[src/rtl/hazard_stall_unit_if.sv]
// -----------------------------------------------------------------------------
// hazard_stall_unit_if
// Bundle of pipeline-side signals exchanged with the hazard/stall controller.
//
// Signals (direction seen from the controller, i.e. the slave modport):
//   in : IF_ID_Rs/Rt [3:0], IF_ID_uses_Rs/Rt, IF_ID_MemWrite, IF_ID_halt,
//        ID_EX_MemRead, ID_EX_Rd [3:0], branch_taken, i_mem_busy, d_mem_busy
//   out: pc_write, IF_ID_write, IF_ID_flush, ID_EX_write, ID_EX_bubble,
//        back_write, halted, stall_cycles [CNT_W-1:0], flush_count [CNT_W-1:0]
//
// master : pipeline datapath side (drives hazard inputs, receives controls)
// slave  : the controller itself
// -----------------------------------------------------------------------------
interface hazard_stall_unit_if #(
  parameter int CNT_W = 16
);
  // Decode / execute stage status
  logic [3:0]       IF_ID_Rs;
  logic [3:0]       IF_ID_Rt;
  logic             IF_ID_uses_Rs;
  logic             IF_ID_uses_Rt;
  logic             IF_ID_MemWrite;
  logic             IF_ID_halt;
  logic             ID_EX_MemRead;
  logic [3:0]       ID_EX_Rd;
  logic             branch_taken;
  logic             i_mem_busy;
  logic             d_mem_busy;

  // Pipeline controls
  logic             pc_write;
  logic             IF_ID_write;
  logic             IF_ID_flush;
  logic             ID_EX_write;
  logic             ID_EX_bubble;
  logic             back_write;
  logic             halted;
  logic [CNT_W-1:0] stall_cycles;
  logic [CNT_W-1:0] flush_count;

  modport master (
    output IF_ID_Rs, IF_ID_Rt, IF_ID_uses_Rs, IF_ID_uses_Rt, IF_ID_MemWrite,
           IF_ID_halt, ID_EX_MemRead, ID_EX_Rd, branch_taken, i_mem_busy,
           d_mem_busy,
    input  pc_write, IF_ID_write, IF_ID_flush, ID_EX_write, ID_EX_bubble,
           back_write, halted, stall_cycles, flush_count
  );

  modport slave (
    input  IF_ID_Rs, IF_ID_Rt, IF_ID_uses_Rs, IF_ID_uses_Rt, IF_ID_MemWrite,
           IF_ID_halt, ID_EX_MemRead, ID_EX_Rd, branch_taken, i_mem_busy,
           d_mem_busy,
    output pc_write, IF_ID_write, IF_ID_flush, ID_EX_write, ID_EX_bubble,
           back_write, halted, stall_cycles, flush_count
  );
endinterface

[src/rtl/hazard_stall_unit.sv]
// -----------------------------------------------------------------------------
// hazard_stall_unit
// Hazard and stall controller for the 5-stage pipeline. Detects load-use
// dependences that forwarding cannot resolve, applies memory freezes, branch
// redirects and i-miss stalls, sequences the HALT drain, and keeps saturating
// performance counters.
//
// Ports:
//   clk   : clock, all state updates on the rising edge
//   rst_n : synchronous active-low reset
//   hz    : hazard_stall_unit_if.slave bundle (hazard inputs, pipeline
//           write enables / flush / bubble, halted, stall_cycles, flush_count)
//
// Parameters:
//   DRAIN_CYCLES : stages between ID and WB completion for the HALT drain (>=1)
//   CNT_W        : performance counter width
// -----------------------------------------------------------------------------
module hazard_stall_unit #(
  parameter int DRAIN_CYCLES = 3,
  parameter int CNT_W        = 16
) (
  input  logic                  clk,
  input  logic                  rst_n,
  hazard_stall_unit_if.slave    hz
);

  localparam int DW = (DRAIN_CYCLES < 2) ? 1 : $clog2(DRAIN_CYCLES + 1);

  typedef enum logic [1:0] {
    ST_RUN     = 2'd0,
    ST_DRAIN   = 2'd1,
    ST_HALTED  = 2'd2
  } state_t;

  state_t           state_q, state_d;
  logic [DW-1:0]    drain_q, drain_d;
  logic             halted_q;
  logic [CNT_W-1:0] stall_q;
  logic [CNT_W-1:0] flush_q;

  // Raw (pre-reset-gating) control values from the output process
  logic pc_write_c, if_id_write_c, if_id_flush_c;
  logic id_ex_write_c, id_ex_bubble_c, back_write_c;
  logic redirect_c;

  logic lu;
  logic rs_hit, rt_hit;
  logic stall_ev, flush_ev;

  // ---------------------------------------------------------------------------
  // Load-use detection. Store data on Rt is forwarded MEM-to-MEM, so a store
  // reading Rt never stalls; register 0 is hard-wired and never a hazard.
  // ---------------------------------------------------------------------------
  assign rs_hit = hz.IF_ID_uses_Rs && (hz.IF_ID_Rs == hz.ID_EX_Rd);
  assign rt_hit = hz.IF_ID_uses_Rt && (hz.IF_ID_Rt == hz.ID_EX_Rd) &&
                  !hz.IF_ID_MemWrite;
  assign lu     = hz.ID_EX_MemRead && (hz.ID_EX_Rd != 4'd0) && (rs_hit || rt_hit);

  // ---------------------------------------------------------------------------
  // State register
  // ---------------------------------------------------------------------------
  always_ff @(posedge clk) begin
    if (!rst_n) begin
      state_q  <= ST_RUN;
      drain_q  <= '0;
      halted_q <= 1'b0;
    end else begin
      state_q  <= state_d;
      drain_q  <= drain_d;
      halted_q <= (state_d == ST_HALTED);
    end
  end

  // ---------------------------------------------------------------------------
  // Next-state logic
  // ---------------------------------------------------------------------------
  always_comb begin
    state_d = state_q;
    drain_d = drain_q;
    case (state_q)
      ST_RUN: begin
        // HALT only takes effect when nothing of higher priority is pending
        if (!hz.d_mem_busy && !hz.branch_taken && !lu && hz.IF_ID_halt) begin
          state_d = ST_DRAIN;
          drain_d = DW'(DRAIN_CYCLES);
        end
      end
      ST_DRAIN: begin
        if (hz.d_mem_busy) begin
          // frozen: counter holds
          drain_d = drain_q;
        end else if (hz.branch_taken) begin
          // HALT was on the wrong path; squash it
          state_d = ST_RUN;
          drain_d = '0;
        end else begin
          drain_d = drain_q - DW'(1);
          if (drain_q == DW'(1)) begin
            state_d = ST_HALTED;
          end
        end
      end
      ST_HALTED: begin
        state_d = ST_HALTED;
      end
      default: begin
        state_d = ST_RUN;
        drain_d = '0;
      end
    endcase
  end

  // ---------------------------------------------------------------------------
  // Output logic (combinational from state and inputs)
  // ---------------------------------------------------------------------------
  always_comb begin
    pc_write_c     = 1'b0;
    if_id_write_c  = 1'b0;
    if_id_flush_c  = 1'b0;
    id_ex_write_c  = 1'b0;
    id_ex_bubble_c = 1'b0;
    back_write_c   = 1'b0;
    redirect_c     = 1'b0;
    case (state_q)
      ST_RUN: begin
        if (hz.d_mem_busy) begin
          // freeze: everything stays at 0
          pc_write_c = 1'b0;
        end else if (hz.branch_taken) begin
          redirect_c     = 1'b1;
          pc_write_c     = 1'b1;
          if_id_write_c  = 1'b1;
          if_id_flush_c  = 1'b1;
          id_ex_write_c  = 1'b1;
          id_ex_bubble_c = 1'b1;
          back_write_c   = 1'b1;
        end else if (lu) begin
          // hold IF/ID, inject a bubble into EX
          id_ex_write_c  = 1'b1;
          id_ex_bubble_c = 1'b1;
          back_write_c   = 1'b1;
        end else if (hz.IF_ID_halt || hz.i_mem_busy) begin
          // HALT decode and i-miss: stop fetch, NOP into IF/ID, rest advances
          if_id_write_c  = 1'b1;
          if_id_flush_c  = 1'b1;
          id_ex_write_c  = 1'b1;
          back_write_c   = 1'b1;
        end else begin
          pc_write_c     = 1'b1;
          if_id_write_c  = 1'b1;
          id_ex_write_c  = 1'b1;
          back_write_c   = 1'b1;
        end
      end
      ST_DRAIN: begin
        if (hz.d_mem_busy) begin
          pc_write_c = 1'b0;
        end else if (hz.branch_taken) begin
          redirect_c     = 1'b1;
          pc_write_c     = 1'b1;
          if_id_write_c  = 1'b1;
          if_id_flush_c  = 1'b1;
          id_ex_write_c  = 1'b1;
          id_ex_bubble_c = 1'b1;
          back_write_c   = 1'b1;
        end else begin
          if_id_write_c  = 1'b1;
          if_id_flush_c  = 1'b1;
          id_ex_write_c  = 1'b1;
          back_write_c   = 1'b1;
        end
      end
      default: begin
        // HALTED (and any illegal encoding): everything off
        pc_write_c = 1'b0;
      end
    endcase
  end

  // Reset forces all outputs inactive during the reset cycle itself
  assign hz.pc_write     = rst_n & pc_write_c;
  assign hz.IF_ID_write  = rst_n & if_id_write_c;
  assign hz.IF_ID_flush  = rst_n & if_id_flush_c;
  assign hz.ID_EX_write  = rst_n & id_ex_write_c;
  assign hz.ID_EX_bubble = rst_n & id_ex_bubble_c;
  assign hz.back_write   = rst_n & back_write_c;
  assign hz.halted       = rst_n & halted_q;
  assign hz.stall_cycles = rst_n ? stall_q : '0;
  assign hz.flush_count  = rst_n ? flush_q : '0;

  // ---------------------------------------------------------------------------
  // Saturating performance counters
  // ---------------------------------------------------------------------------
  assign stall_ev = (state_q == ST_RUN) && !pc_write_c;
  assign flush_ev = redirect_c;

  always_ff @(posedge clk) begin
    if (!rst_n) begin
      stall_q <= '0;
      flush_q <= '0;
    end else begin
      if (stall_ev && (stall_q != {CNT_W{1'b1}})) begin
        stall_q <= stall_q + 1'b1;
      end
      if (flush_ev && (flush_q != {CNT_W{1'b1}})) begin
        flush_q <= flush_q + 1'b1;
      end
    end
  end

endmodule

[src/flat_wrapper.sv]
// flat-port wrapper written by rule: the top's interface ports become plain ports
module hazard_stall_unit_flat 
#(
  parameter int DRAIN_CYCLES = 3,
  parameter int CNT_W        = 16
)
  (clk, rst_n, hz_IF_ID_Rs, hz_IF_ID_Rt, hz_IF_ID_uses_Rs, hz_IF_ID_uses_Rt, hz_IF_ID_MemWrite, hz_IF_ID_halt, hz_ID_EX_MemRead, hz_ID_EX_Rd, hz_branch_taken, hz_i_mem_busy, hz_d_mem_busy, hz_pc_write, hz_IF_ID_write, hz_IF_ID_flush, hz_ID_EX_write, hz_ID_EX_bubble, hz_back_write, hz_halted, hz_stall_cycles, hz_flush_count);
  hazard_stall_unit_if #(.CNT_W(CNT_W)) hz_i ();
  input  logic clk;
  input  logic rst_n;
  input wire logic [$bits(hz_i.IF_ID_Rs)-1:0] hz_IF_ID_Rs;
  input wire logic [$bits(hz_i.IF_ID_Rt)-1:0] hz_IF_ID_Rt;
  input wire logic [$bits(hz_i.IF_ID_uses_Rs)-1:0] hz_IF_ID_uses_Rs;
  input wire logic [$bits(hz_i.IF_ID_uses_Rt)-1:0] hz_IF_ID_uses_Rt;
  input wire logic [$bits(hz_i.IF_ID_MemWrite)-1:0] hz_IF_ID_MemWrite;
  input wire logic [$bits(hz_i.IF_ID_halt)-1:0] hz_IF_ID_halt;
  input wire logic [$bits(hz_i.ID_EX_MemRead)-1:0] hz_ID_EX_MemRead;
  input wire logic [$bits(hz_i.ID_EX_Rd)-1:0] hz_ID_EX_Rd;
  input wire logic [$bits(hz_i.branch_taken)-1:0] hz_branch_taken;
  input wire logic [$bits(hz_i.i_mem_busy)-1:0] hz_i_mem_busy;
  input wire logic [$bits(hz_i.d_mem_busy)-1:0] hz_d_mem_busy;
  output wire logic [$bits(hz_i.pc_write)-1:0] hz_pc_write;
  output wire logic [$bits(hz_i.IF_ID_write)-1:0] hz_IF_ID_write;
  output wire logic [$bits(hz_i.IF_ID_flush)-1:0] hz_IF_ID_flush;
  output wire logic [$bits(hz_i.ID_EX_write)-1:0] hz_ID_EX_write;
  output wire logic [$bits(hz_i.ID_EX_bubble)-1:0] hz_ID_EX_bubble;
  output wire logic [$bits(hz_i.back_write)-1:0] hz_back_write;
  output wire logic [$bits(hz_i.halted)-1:0] hz_halted;
  output wire logic [$bits(hz_i.stall_cycles)-1:0] hz_stall_cycles;
  output wire logic [$bits(hz_i.flush_count)-1:0] hz_flush_count;
  assign hz_i.IF_ID_Rs = hz_IF_ID_Rs;
  assign hz_i.IF_ID_Rt = hz_IF_ID_Rt;
  assign hz_i.IF_ID_uses_Rs = hz_IF_ID_uses_Rs;
  assign hz_i.IF_ID_uses_Rt = hz_IF_ID_uses_Rt;
  assign hz_i.IF_ID_MemWrite = hz_IF_ID_MemWrite;
  assign hz_i.IF_ID_halt = hz_IF_ID_halt;
  assign hz_i.ID_EX_MemRead = hz_ID_EX_MemRead;
  assign hz_i.ID_EX_Rd = hz_ID_EX_Rd;
  assign hz_i.branch_taken = hz_branch_taken;
  assign hz_i.i_mem_busy = hz_i_mem_busy;
  assign hz_i.d_mem_busy = hz_d_mem_busy;
  assign hz_pc_write = hz_i.pc_write;
  assign hz_IF_ID_write = hz_i.IF_ID_write;
  assign hz_IF_ID_flush = hz_i.IF_ID_flush;
  assign hz_ID_EX_write = hz_i.ID_EX_write;
  assign hz_ID_EX_bubble = hz_i.ID_EX_bubble;
  assign hz_back_write = hz_i.back_write;
  assign hz_halted = hz_i.halted;
  assign hz_stall_cycles = hz_i.stall_cycles;
  assign hz_flush_count = hz_i.flush_count;
  hazard_stall_unit #(.DRAIN_CYCLES(DRAIN_CYCLES), .CNT_W(CNT_W)) u_core (.clk(clk), .rst_n(rst_n), .hz(hz_i));
endmodule
[config.mk]
export PLATFORM = sky130hd
export DESIGN_NAME = hazard_stall_unit_flat
export DESIGN_NICKNAME = d
export VERILOG_FILES = /design/src/rtl/hazard_stall_unit_if.sv /design/src/rtl/hazard_stall_unit.sv /design/src/flat_wrapper.sv
export SDC_FILE = /design/constraint.sdc
export NUM_CORES = 1
export LEC_CHECK = 0
export BUFFER_PORTS_ARGS = -buffer_cell sky130_fd_sc_hd__clkbuf_2
export CORE_MARGIN = 2
export CORE_UTILIZATION = 24
export CTS_BUF_LIST = sky130_fd_sc_hd__clkbuf_8
export DETAILED_ROUTE_END_ITERATION = 10
export PLACE_DENSITY = 0.5
export SLEW_MARGIN = 25
export SYNTH_ARGS = -nofsm -noshare
export SYNTH_HDL_FRONTEND = slang
export SYNTH_SLANG_ARGS = --single-unit
[constraint.sdc]
create_clock -name clk -period 4.14 [get_ports clk]
set_input_delay 0.207 -clock clk [delete_from_list [all_inputs] [get_ports clk]]
set_output_delay 0.207 -clock clk [all_outputs]
set_load 0.01 [all_outputs]
==> summary.txt, run 1 <==
STA
  • Time the worst path needs with I/O delays and setup: between 2 and 2.5 ns
  • Max Clock Skew: 0.01427 ns
  • Final sum of negative setup slack: 0 ns
  • Number of endpoints failing setup at the final stage: 0
  • Slew Viols, Final: 0
  • Worst Hold Margin: between 0.2 and 0.25 ns
  • Setup repair after global routing missed its margin: no
  • Crit share post-route: 0.5283
  • Maximum operating frequency: roughly 460 MHz
  • Slew at the pin closest to its max-slew limit: 0.8937 ns
  • Final Hold Viols: 0
  • Max-slew headroom at the worst pin: 0.4017

Drt
  • Routed length per placed instance: 11.75 um
  • First-pass DRT Iterations: 4
  • Final WL: about 5.5 mm
  • Detailed router's first-iteration violation count: 64
  • Vias: 2102
  • Number of antenna-violating nets in the routed design: 0
  • # DRC: 0
  • Ratio of routed vias to standard cells: roughly 4.5

Pwr
  • Relative contribution of the clock network to total power: 0.411
  • Peak supply drop: ~130 uV
  • Internal: approximately 0.58 mW
  • Combinational cell fraction of total power: 0.116
  • Sequential cell fraction of total power: 0.473
  • Switching share of power: 0.2608
  • Power density over cell area: around 280 nW/um^2
  • Leakage component of the power: between 1 and 1.5 nW
  • Reported net switching power: 0.2046 mW
  • Final total power: between 0.7 and 0.8 mW

Setup path
  • Arrival time at the worst endpoint: between 2 and 2.5 ns
  • First element of the critical path: u_core.stall_q[0]
  • Setup Crit Path Kind: reg2reg
  • Startpoint of the worst register-to-register path: u_core.stall_q[0]
  • Startpoint kind of the worst setup timing path: flip-flop
  • Worst path required time: around 4.3 ns
  • Top fanout value on the critical path: 16
  • CP Capture Type: flip-flop

Worst hold path
  • Worst min path class: in2reg
  • Launch instance of the worst min-delay path: hz_IF_ID_halt

GRT
  • Via count of the first global-routing pass: just under 2000
  • Total Routing Usage GR: 0.1082
  • Initial antenna violation count: 0
  • Global-route wire length before repair: slightly above 9 mm
  • Total overflow reported by the global router: 0
  • Maximum number of pins on one net before global-route repair: 35

Synthesis
  • Most common cell in the netlist: sky130_fd_sc_hd__nor2_1
  • Leading cell types by total area after synthesis: sky130_fd_sc_hd__dfxtp_1, sky130_fd_sc_hd__and2_1, sky130_fd_sc_hd__nor2_1
  • Post-Synthesis Cells: 283
  • Flip-flop and latch count after synthesis: 37
  • Library cells used by synthesis: 49
  • Top cell type's share of synthesized area: 0.3171
  • Fraction of the yosys area taken by sequential cells: 0.3171
  • Synthesized netlist net count: ~300
  • Number of enable-type register cells in the synthesized netlist: 0
  • Top cell type by total area after synthesis: sky130_fd_sc_hd__dfxtp_1
  • Total of warnings raised by yosys: 0
  • Post-Synthesis Mean Instance Area: 8.254 um^2
  • Async S/R FF share, synth: 0
  • Most used standard cells in the synthesized netlist: sky130_fd_sc_hd__nor2_1, sky130_fd_sc_hd__dfxtp_1, sky130_fd_sc_hd__and2_1
  • Post-synth top flop: sky130_fd_sc_hd__dfxtp_1
  • Post-Synthesis Cell Area: around 2300 um^2

Finish
  • Proportion of layout cells with a drive suffix above 1: 0.2802
  • Synthesis-to-layout area growth: 21.80%
  • Ant. Diodes: 0
  • Design Area, Final: ~2800 um^2
  • Final Net Count: between 300 and 400

Floorplanning
  • Rows: 36
  • Die span in y: approximately 100 um
  • Core Footprint: between 9000 and 10000 um^2
  • Num ports: between 60 and 70
  • Horizontal extent of the die: ~100 um
  • Effective utilization at floorplan: 0.2435
  • Area enclosed by the die boundary: ~11000 um^2

Clock network
  • Maximum clock path buffer count: 2
  • TritonCTS clock tree: built
  • H-tree depth: 2
  • Clk_lat worst skew: 0.29 ns
  • TritonCTS buffer count: 5
  • Reg clk slew, reported paths: 0.08 ns
  • Hold-fix buffers, CTS: 0
  • Clock Sink Count: 37
  • Clk root buf: sky130_fd_sc_hd__clkbuf_8
  • Count of instances resized after the clock tree is built: 0
  • Setup Buffers After CTS: 0

Outcome
  • Run status: complete, no violations

Place
  • Count of port buffers added during placement: 60
  • Final RePlAce weighted congestion: about 0.73
  • DP HPWL: 4.182 mm
  • Total cell area at the placement stage: between 2000 and 3000 um^2

Flow run
  • MaxCap Viol Count: 0
## critical path: stages (launching register included)
cell and delay [ns]:
sky130_fd_sc_hd__dfxtp_1 0.45, sky130_fd_sc_hd__ha_1 0.27, sky130_fd_sc_hd__nand4_2 0.18, sky130_fd_sc_hd__or3_1 0.44
sky130_fd_sc_hd__o21ai_2 0.29, sky130_fd_sc_hd__nor3_2 0.11, sky130_fd_sc_hd__mux2_4 0.32
## cell families after synthesis
family	count (synthesis)	synth area share
buffers and inverters	21	0.04606
adder cells (fa/ha/maj)	3	0.01607
multiplexers	13	0.06642
AND/OR/NAND/NOR	152	0.3744
XOR/XNOR	20	0.07499
flip-flops	37	0.3171
AO/OA/AOI/OAI	37	0.1050
## worst paths after layout
kind                                          end  cells past startpoint  slack (ns)
worst min-delay path            u_core.state_q[0]                      3        0.23
worst max-delay path            u_core.stall_q[4]                      6        1.95
worst max register to register  u_core.stall_q[4]                      6        1.95
worst min register to register  u_core.drain_q[1]                      2        0.51
## per-layer routing
metal / GRT usage / share of wire
met1: 0.1464 / 0.48
met2: 0.1750 / 0.46
met3: 0.02237 / 0.053
met4: 0.02974 / 0.0067
met5: 0 / 0
## flip-flops by register name (all words and copies together), names as in the netlist
register / count
u_core.flush_q: 16
u_core.halted_q: 1
u_core.state_q: 2
u_core.stall_q: 16
u_core.drain_q: 2
## cell usage in the layout, fill, tap and decap left out, types with 2 or more instances in the layout
master,count
sky130_fd_sc_hd__a21boi_0,2
sky130_fd_sc_hd__a21oi_1,15
sky130_fd_sc_hd__a31oi_1,2
sky130_fd_sc_hd__and2_1,32
sky130_fd_sc_hd__clkbuf_2,60
sky130_fd_sc_hd__clkbuf_8,5
sky130_fd_sc_hd__dfxtp_1,37
sky130_fd_sc_hd__ha_1,3
sky130_fd_sc_hd__inv_1,8
sky130_fd_sc_hd__mux2_2,8
sky130_fd_sc_hd__mux2_4,3
sky130_fd_sc_hd__mux2i_1,2
sky130_fd_sc_hd__nand2_1,18
sky130_fd_sc_hd__nand2b_1,4
sky130_fd_sc_hd__nand3_1,11
sky130_fd_sc_hd__nand4_1,8
sky130_fd_sc_hd__nor2_1,39
sky130_fd_sc_hd__nor3_1,5
sky130_fd_sc_hd__nor3_2,4
sky130_fd_sc_hd__nor3b_1,2
sky130_fd_sc_hd__nor4_1,7
sky130_fd_sc_hd__o2111ai_1,2
sky130_fd_sc_hd__o21ai_0,7
sky130_fd_sc_hd__o31ai_1,4
sky130_fd_sc_hd__or3_1,6
sky130_fd_sc_hd__or4_1,3
sky130_fd_sc_hd__xnor2_1,14
sky130_fd_sc_hd__xor2_1,6
## power groups by stage
| stage | Combinational (mW) | Clock [mW] | Sequential, mW |
|---|---|---|---|
| after floorplan | 0.0669 | 0 | 0.376 |
| after CTS | 0.0934 | 0.339 | 0.371 |
| after global placement | 0.0921 | 0 | 0.380 |
| after detailed placement | 0.0929 | 0 | 0.380 |
| final | 0.0912 | 0.322 | 0.371 |
| after global routing | 0.104 | 0.351 | 0.373 |
## stage by stage
step | setup slack (ns) | utilization | cells
4_1_cts | 1.928 | 0.2966 | 472
3_5_place_dp | 1.775 | 0.2848 | 464
5_1_grt | 1.798 | 0.2966 | 472
2_1_floorplan | 2.251 | - | 283
3_3_place_gp | 1.790 | 0.2848 | 464
6_report | 1.953 | 0.2966 | 472
## final cells by class
class	count	area, um^2
sequential	37	740.7
clock inverter	3	43.79
timing repair buffer	61	307.8
inverter	8	30.03
multi-input combinational	225	1488
clock buffer	5	68.82
tap	133	166.4
fill	1043	6749
(Power assumes the default switching activity.)
==> inputs of run 2 (changes only) <==
==> constraint.sdc (replaced) <==
create_clock -name clk -period 2.14 [get_ports clk]
set_input_delay 0.107 -clock clk [delete_from_list [all_inputs] [get_ports clk]]
set_output_delay 0.107 -clock clk [all_outputs]
set_load 0.01 [all_outputs]
==> summary.txt, run 2 (synthesized netlist as in run 1, its figures left out) <==
Clock network
  • Clk_lat worst skew: 0.29 ns (about the same)
  • Hold-fix buffers, CTS: 0 (unchanged)
  • H-tree depth: 2 (unchanged)
  • Reg clk slew, reported paths: 0.08 ns (about the same)
  • Clock Sink Count: 37 (unchanged)
  • TritonCTS buffer count: 5 (unchanged)
  • TritonCTS clock tree: built
  • Maximum clock path buffer count: 2 (unchanged)
  • Count of instances resized after the clock tree is built: 0 (unchanged)
  • Clk root buf: sky130_fd_sc_hd__clkbuf_8
  • Setup Buffers After CTS: 0 (unchanged)

GRT
  • Maximum number of pins on one net before global-route repair: 30 (-14%)
  • Total overflow reported by the global router: 0 (unchanged)
  • Total Routing Usage GR: 0.1160 (+0.007802)
  • Via count of the first global-routing pass: 1993 (+2.7%)
  • Initial antenna violation count: 0 (unchanged)
  • Global-route wire length before repair: 9.777 mm (+6.1%)

STA
  • Setup repair after global routing missed its margin: no
  • Slew at the pin closest to its max-slew limit: 0.6913 ns (-0.2024 ns)
  • Number of endpoints failing setup at the final stage: 0 (unchanged)
  • Time the worst path needs with I/O delays and setup: 1.970 ns (-0.2173 ns)
  • Crit share post-route: 0.9205 (+0.3922)
  • Maximum operating frequency: 507.6 MHz (+11%)
  • Final sum of negative setup slack: 0 ns (unchanged)
  • Slew Viols, Final: 0 (unchanged)
  • Final Hold Viols: 0 (unchanged)
  • Max-slew headroom at the worst pin: 0.5349 (+0.1332)
  • Max Clock Skew: 0.009484 ns (-0.004783 ns)

Floorplanning
  • Rows: 36 (unchanged)
  • Area enclosed by the die boundary: 10540 um^2 (unchanged)
  • Num ports: 61 (unchanged)
  • Die span in y: 102.7 um (unchanged)
  • Effective utilization at floorplan: 0.2435 (unchanged)
  • Horizontal extent of the die: 102.7 um (unchanged)
  • Core Footprint: 9594 um^2 (unchanged)

Setup path
  • Worst path required time: 2.31 ns (-2.00 ns)
  • Minimum setup slack among reg-to-reg paths: 0.17 ns (-1.78 ns)
  • CP Capture Type: flip-flop
  • Reg-to-reg critical path endpoint: u_core.stall_q[4]
  • Arrival time at the worst endpoint: 2.14 ns (-0.22 ns)
  • Startpoint of the worst register-to-register path: u_core.stall_q[2]
  • Number of cells on the worst reg-to-reg path: 6 (unchanged)
  • Startpoint kind of the worst setup timing path: flip-flop
  • Setup Crit Path Kind: reg2reg
  • Top fanout value on the critical path: 16 (unchanged)

Place
  • Count of port buffers added during placement: 60 (unchanged)
  • Final RePlAce weighted congestion: 0.7664 (+5.1%)
  • Total placed cells including tap cells: 475 (+2.4%)
  • DP HPWL: 4.387 mm (+4.9%)

Worst hold path
  • Depth of the worst hold-timing path: 3 (unchanged)
  • Hold endpoint: u_core.state_q[0]
  • Worst min path class: in2reg
  • Launch instance of the worst min-delay path: hz_IF_ID_halt

Flow run
  • MaxCap Viol Count: 0 (unchanged)

Pwr
  • Peak supply drop: 241.6 uV (+88%)
  • Leakage component of the power: 1.171 nW (+4.1%)
  • Power density over cell area: 484.9 nW/um^2 (+76%)

Drt
  • # DRC: 0 (unchanged)
  • Ratio of routed vias to standard cells: 4.404 (-1.1%)
  • Routed length per placed instance: 11.88 um (+1.1%)
  • Final WL: 5.738 mm (+3.5%)
  • Detailed router's first-iteration violation count: 89 (+39%)
  • Vias: 2127 (+1.2%)
  • Number of antenna-violating nets in the routed design: 0 (unchanged)
  • First-pass DRT Iterations: 4 (unchanged)

Finish
  • Most frequent cells in the layout: sky130_fd_sc_hd__clkbuf_2, sky130_fd_sc_hd__nor2_1, sky130_fd_sc_hd__dfxtp_1
  • Synthesis-to-layout area growth: 24.96%
  • Area of the multi-input gates: 1488 um^2 (unchanged)
  • Final-layout fill cell count: 1049 (+0.58%)
  • Ant. Diodes: 0 (unchanged)
  • Footprint of the flip-flops and latches: 740.7 um^2 (unchanged)
  • Registers with the highest flip-flop counts: u_core.flush_q (16), u_core.stall_q (16)
  • Number of non-filler instances in the completed layout: 483 (+2.3%)
  • Proportion of layout cells with a drive suffix above 1: 0.3029 (+0.02262)
  • Final Net Count: 374 (+3.0%)
  • Most common cell after layout, fill and taps aside: sky130_fd_sc_hd__clkbuf_2

Outcome
  • Run status: complete, no violations
==> run 2: cell types whose count changed in the layout (fill, tap and decap cells not counted), sizes merged <==
cell / previous run / this run
buf: 1 / 12
bufinv: 1 / 0
clkinv: 1 / 3
inv: 9 / 8
==> run 2: where the power goes <==
part	total, mW	internal, mW	switching [mW]
logic	0.207	0.0885	0.118
clock network	0.500	0.231	0.269
registers	0.708	0.700	0.00881
==> run 2: worst max-delay path by stage <==
stage / from / end / slack, ns / depth (start not counted)
floorplan: u_core.stall_q[0] / u_core.stall_q[4] / 0.25 / 7
global placement: hz_ID_EX_Rd[3] / u_core.stall_q[14] / 0.08 / 8
detailed placement: hz_ID_EX_Rd[2] / u_core.stall_q[14] / 0.09 / 8
CTS: u_core.stall_q[2] / u_core.stall_q[4] / 0.15 / 6
global route: u_core.state_q[1] / u_core.flush_q[9] / 0.01 / 6
finish: u_core.stall_q[2] / u_core.stall_q[4] / 0.17 / 6
==> run 2: per-layer routing <==
layer,vias up,wire (um),track usage
li1,1116,-,-
met1,959,2792,0.1523
met2,48,2592,0.1916
met3,4,298,0.02915
met4,0,54,0.02769
met5,-,0,0
==> run 2: worst max-delay path, stage by stage (launching register included) <==
cell	delay [ns]
sky130_fd_sc_hd__dfxtp_1	0.38
sky130_fd_sc_hd__and3_2	0.24
sky130_fd_sc_hd__nand4_2	0.13
sky130_fd_sc_hd__or3_1	0.42
sky130_fd_sc_hd__o21ai_2	0.27
sky130_fd_sc_hd__nor3_2	0.11
sky130_fd_sc_hd__mux2_4	0.31
==> run 2: metrics by stage <==
step	utilization	power, mW	cell area, um^2	hold slack (ns)	setup slack (ns)
final	0.3043	1.415	2919	0.1779	0.1701
after global placement	0.2947	0.9315	2828	0.4814	0.08063
after CTS	0.3043	1.453	2919	0.1610	0.1464
after global routing	0.3043	1.500	2919	0.1713	0.01494
after floorplan	-	0.8562	2336	0.3120	0.2514
after detailed placement	0.2947	0.9330	2828	0.4753	0.08875
==> run 2: cell type report <==
cell class / instances / share of cell area
inverters: 8 / 0.01029
flip-flops and latches: 37 / 0.2538
clock buffers: 5 / 0.02357
well taps: 133 / 0.05701
clock inverters: 3 / 0.007715
repair buffers: 72 / 0.1380
multi-input cells: 225 / 0.5096
==> inputs of run 3 (changes only) <==
--- a/config.mk
+++ b/config.mk
@@ -6,11 +6,12 @@
 export NUM_CORES = 1
 export LEC_CHECK = 0
 export BUFFER_PORTS_ARGS = -buffer_cell sky130_fd_sc_hd__clkbuf_2
-export CORE_MARGIN = 2
-export CORE_UTILIZATION = 24
+export CORE_MARGIN = 4
+export CORE_UTILIZATION = 45
 export CTS_BUF_LIST = sky130_fd_sc_hd__clkbuf_8
 export DETAILED_ROUTE_END_ITERATION = 10
-export PLACE_DENSITY = 0.5
+export GPL_TIMING_DRIVEN = 0
+export PLACE_DENSITY = 0.77
 export SLEW_MARGIN = 25
 export SYNTH_ARGS = -nofsm -noshare
 export SYNTH_HDL_FRONTEND = slang
==> summary.txt, run 3 (synthesized netlist as in run 1, its figures left out) <==
Pwr
  • Power density over cell area: 507.6 nW/um^2 (+4.7%)
  • Leakage component of the power: 1.173 nW (+0.16%)
  • Reported net switching power: 0.3903 mW (-1.5%)
  • Switching share of power: 0.2655 (-0.01442)
  • Final total power: 1.470 mW (+3.9%)
  • Peak supply drop: 266.6 uV (+10%)
  • Combinational cell fraction of total power: 0.138 (-0.008)
  • Relative contribution of the clock network to total power: 0.376 (+0.023)
  • Sequential cell fraction of total power: 0.487 (-0.013)
  • Internal: 1.080 mW (+5.9%)

Setup path
  • Top fanout value on the critical path: 9 (-7)
  • CP Capture Type: flip-flop
  • Arrival time at the worst endpoint: 2.22 ns (+0.08 ns)
  • Setup Crit Path Kind: reg2reg
  • Worst path required time: 2.32 ns (about the same)
  • Startpoint kind of the worst setup timing path: flip-flop

Drt
  • Ratio of routed vias to standard cells: 5.169 (+17%)
  • Detailed router's first-iteration violation count: 69 (-22%)
  • Routed length per placed instance: 13.33 um (+12%)
  • Vias: 2176 (+2.3%)
  • # DRC: 0 (unchanged)
  • Final WL: 5.613 mm (-2.2%)
  • First-pass DRT Iterations: 4 (unchanged)
  • Number of antenna-violating nets in the routed design: 0 (unchanged)

STA
  • Max-slew headroom at the worst pin: 0.6519 (+0.1170)
  • Crit share post-route: 0.9535 (+0.03299)
  • Final Hold Viols: 0 (unchanged)
  • Slew at the pin closest to its max-slew limit: 0.5222 ns (-0.1691 ns)
  • Worst Hold Margin: 0.1603 ns (-0.01758 ns)
  • Slew Viols, Final: 0 (unchanged)
  • Max Clock Skew: 0.007800 ns (-0.001684 ns)
  • Number of endpoints failing setup at the final stage: 0 (unchanged)
  • Maximum operating frequency: 490.1 MHz (-3.5%)
  • Final setup margin: 0.09945 ns (-0.07060 ns)
  • Time the worst path needs with I/O delays and setup: 2.041 ns (+0.07060 ns)
  • Final sum of negative setup slack: 0 ns (unchanged)
  • Setup repair after global routing missed its margin: yes

Finish
  • Final Core Density: 0.5936 (+0.2893)
  • Design Area, Final: 2897 um^2 (-0.77%)
  • Proportion of layout cells with a drive suffix above 1: 0.3079 (+0.005052)
  • Most frequent cells in the layout: sky130_fd_sc_hd__clkbuf_2, sky130_fd_sc_hd__nor2_1, sky130_fd_sc_hd__dfxtp_1
  • Most common cell after layout, fill and taps aside: sky130_fd_sc_hd__clkbuf_2
  • Ant. Diodes: 0 (unchanged)
  • Number of non-filler instances in the completed layout: 421 (-13%)
  • Registers with the highest flip-flop counts: u_core.flush_q (16), u_core.stall_q (16)
  • Final Net Count: 378 (+1.1%)
  • Synthesis-to-layout area growth: 24.00%

Clock network
  • Clk root buf: sky130_fd_sc_hd__clkbuf_8
  • Hold-fix buffers, CTS: 0 (unchanged)
  • TritonCTS clock tree: built
  • TritonCTS buffer count: 5 (unchanged)
  • Clk_lat worst skew: 0.30 ns (about the same)
  • Clock Sink Count: 37 (unchanged)
  • H-tree depth: 2 (unchanged)
  • Reg clk slew, reported paths: 0.07 ns (about the same)
  • Maximum clock path buffer count: 2 (unchanged)

Floorplanning
  • Rows: 25 (-31%)
  • Num ports: 61 (unchanged)
  • Die span in y: 80.05 um (-22%)
  • Core Footprint: 4880 um^2 (-49%)
  • Area enclosed by the die boundary: 6408 um^2 (-39%)
  • Effective utilization at floorplan: 0.4787 (+0.2352)
  • Horizontal extent of the die: 80.05 um (-22%)

Outcome
  • Run status: complete, no violations

GRT
  • Global-route wire length before repair: 9.232 mm (-5.6%)
  • Total overflow reported by the global router: 0 (unchanged)
  • Maximum number of pins on one net before global-route repair: 12 (-60%)
  • Initial antenna violation count: 0 (unchanged)
  • Total Routing Usage GR: 0.1789 (+0.06286)
  • Via count of the first global-routing pass: 2115 (+6.1%)

Worst hold path
  • Worst min path class: in2reg

Place
  • DP HPWL: 4.122 mm (-6.0%)
  • Final RePlAce weighted congestion: 0.8520 (+11%)
  • Count of port buffers added during placement: 60 (unchanged)
  • Worst setup slack after placement: -0.01584 ns (-0.1046 ns)
  • Total cell area at the placement stage: 2720 um^2 (-3.8%)
  • Total placed cells including tap cells: 410 (-14%)

Flow run
  • MaxCap Viol Count: 0 (unchanged)
-- run 3: changes by cell type in the layout (fill, tap and decap cells not counted), sizes merged --
cell	delta
buf	-5
clkbuf	+11
clkinv	-2
-- run 3: power groups by stage --
stage          registers, mW  clock network (mW)  logic, mW
3_5_place_dp           0.730                   0      0.194
4_1_cts                0.715               0.563      0.196
5_1_grt                0.717               0.583      0.225
2_1_floorplan          0.727                   0      0.129
6_report               0.716               0.552      0.202
3_3_place_gp           0.730                   0      0.189
-- run 3: layout make-up --
type / count / area, um^2
repair buffers: 63 / 322.8
well taps: 67 / 83.83
plain buffers: 13 / 77.57
inverters: 8 / 30.03
clock inverters: 1 / 5.005
flip-flops and latches: 37 / 743.2
fillers: 467 / 1983
clock buffers: 7 / 96.34
multi-input cells: 225 / 1538
-- run 3: path summary, 6_finish.rpt --
path | startpoint | endpoint | slack, ns | depth (start not counted)
setup / recovery | u_core.stall_q[2] | u_core.stall_q[4] | 0.1 | 7
hold / removal | hz_IF_ID_halt | u_core.state_q[0] | 0.16 | 3
setup reg to reg | u_core.stall_q[2] | u_core.stall_q[4] | 0.1 | 7
hold reg to reg | u_core.flush_q[10] | u_core.flush_q[10] | 0.51 | 2
-- run 3: routing by layer --
layer / up-vias / part of all wire / global-route usage
met5: - / 0 / 0
met4: 0 / 0.024 / 0.06757
met3: 11 / 0.050 / 0.03812
met2: 66 / 0.47 / 0.3121
met1: 971 / 0.45 / 0.2133
li1: 1128 / - / -
-- run 3: critical path, cell delays in order, from the launching register on --
cell and delay (ns):
sky130_fd_sc_hd__dfxtp_1 0.39, sky130_fd_sc_hd__and3_2 0.27, sky130_fd_sc_hd__nand4_4 0.15, sky130_fd_sc_hd__or3_4 0.42, sky130_fd_sc_hd__o21ai_2 0.15, sky130_fd_sc_hd__buf_6 0.19
sky130_fd_sc_hd__nor3_2 0.06, sky130_fd_sc_hd__mux2_4 0.29
-- run 3: repair_timing --
action                     CTS  global route
gates resized for setup      3             7
cloned                       0             0
setup endpoints to repair    7            10
pin swaps                    0             1
buffers inserted             0             3
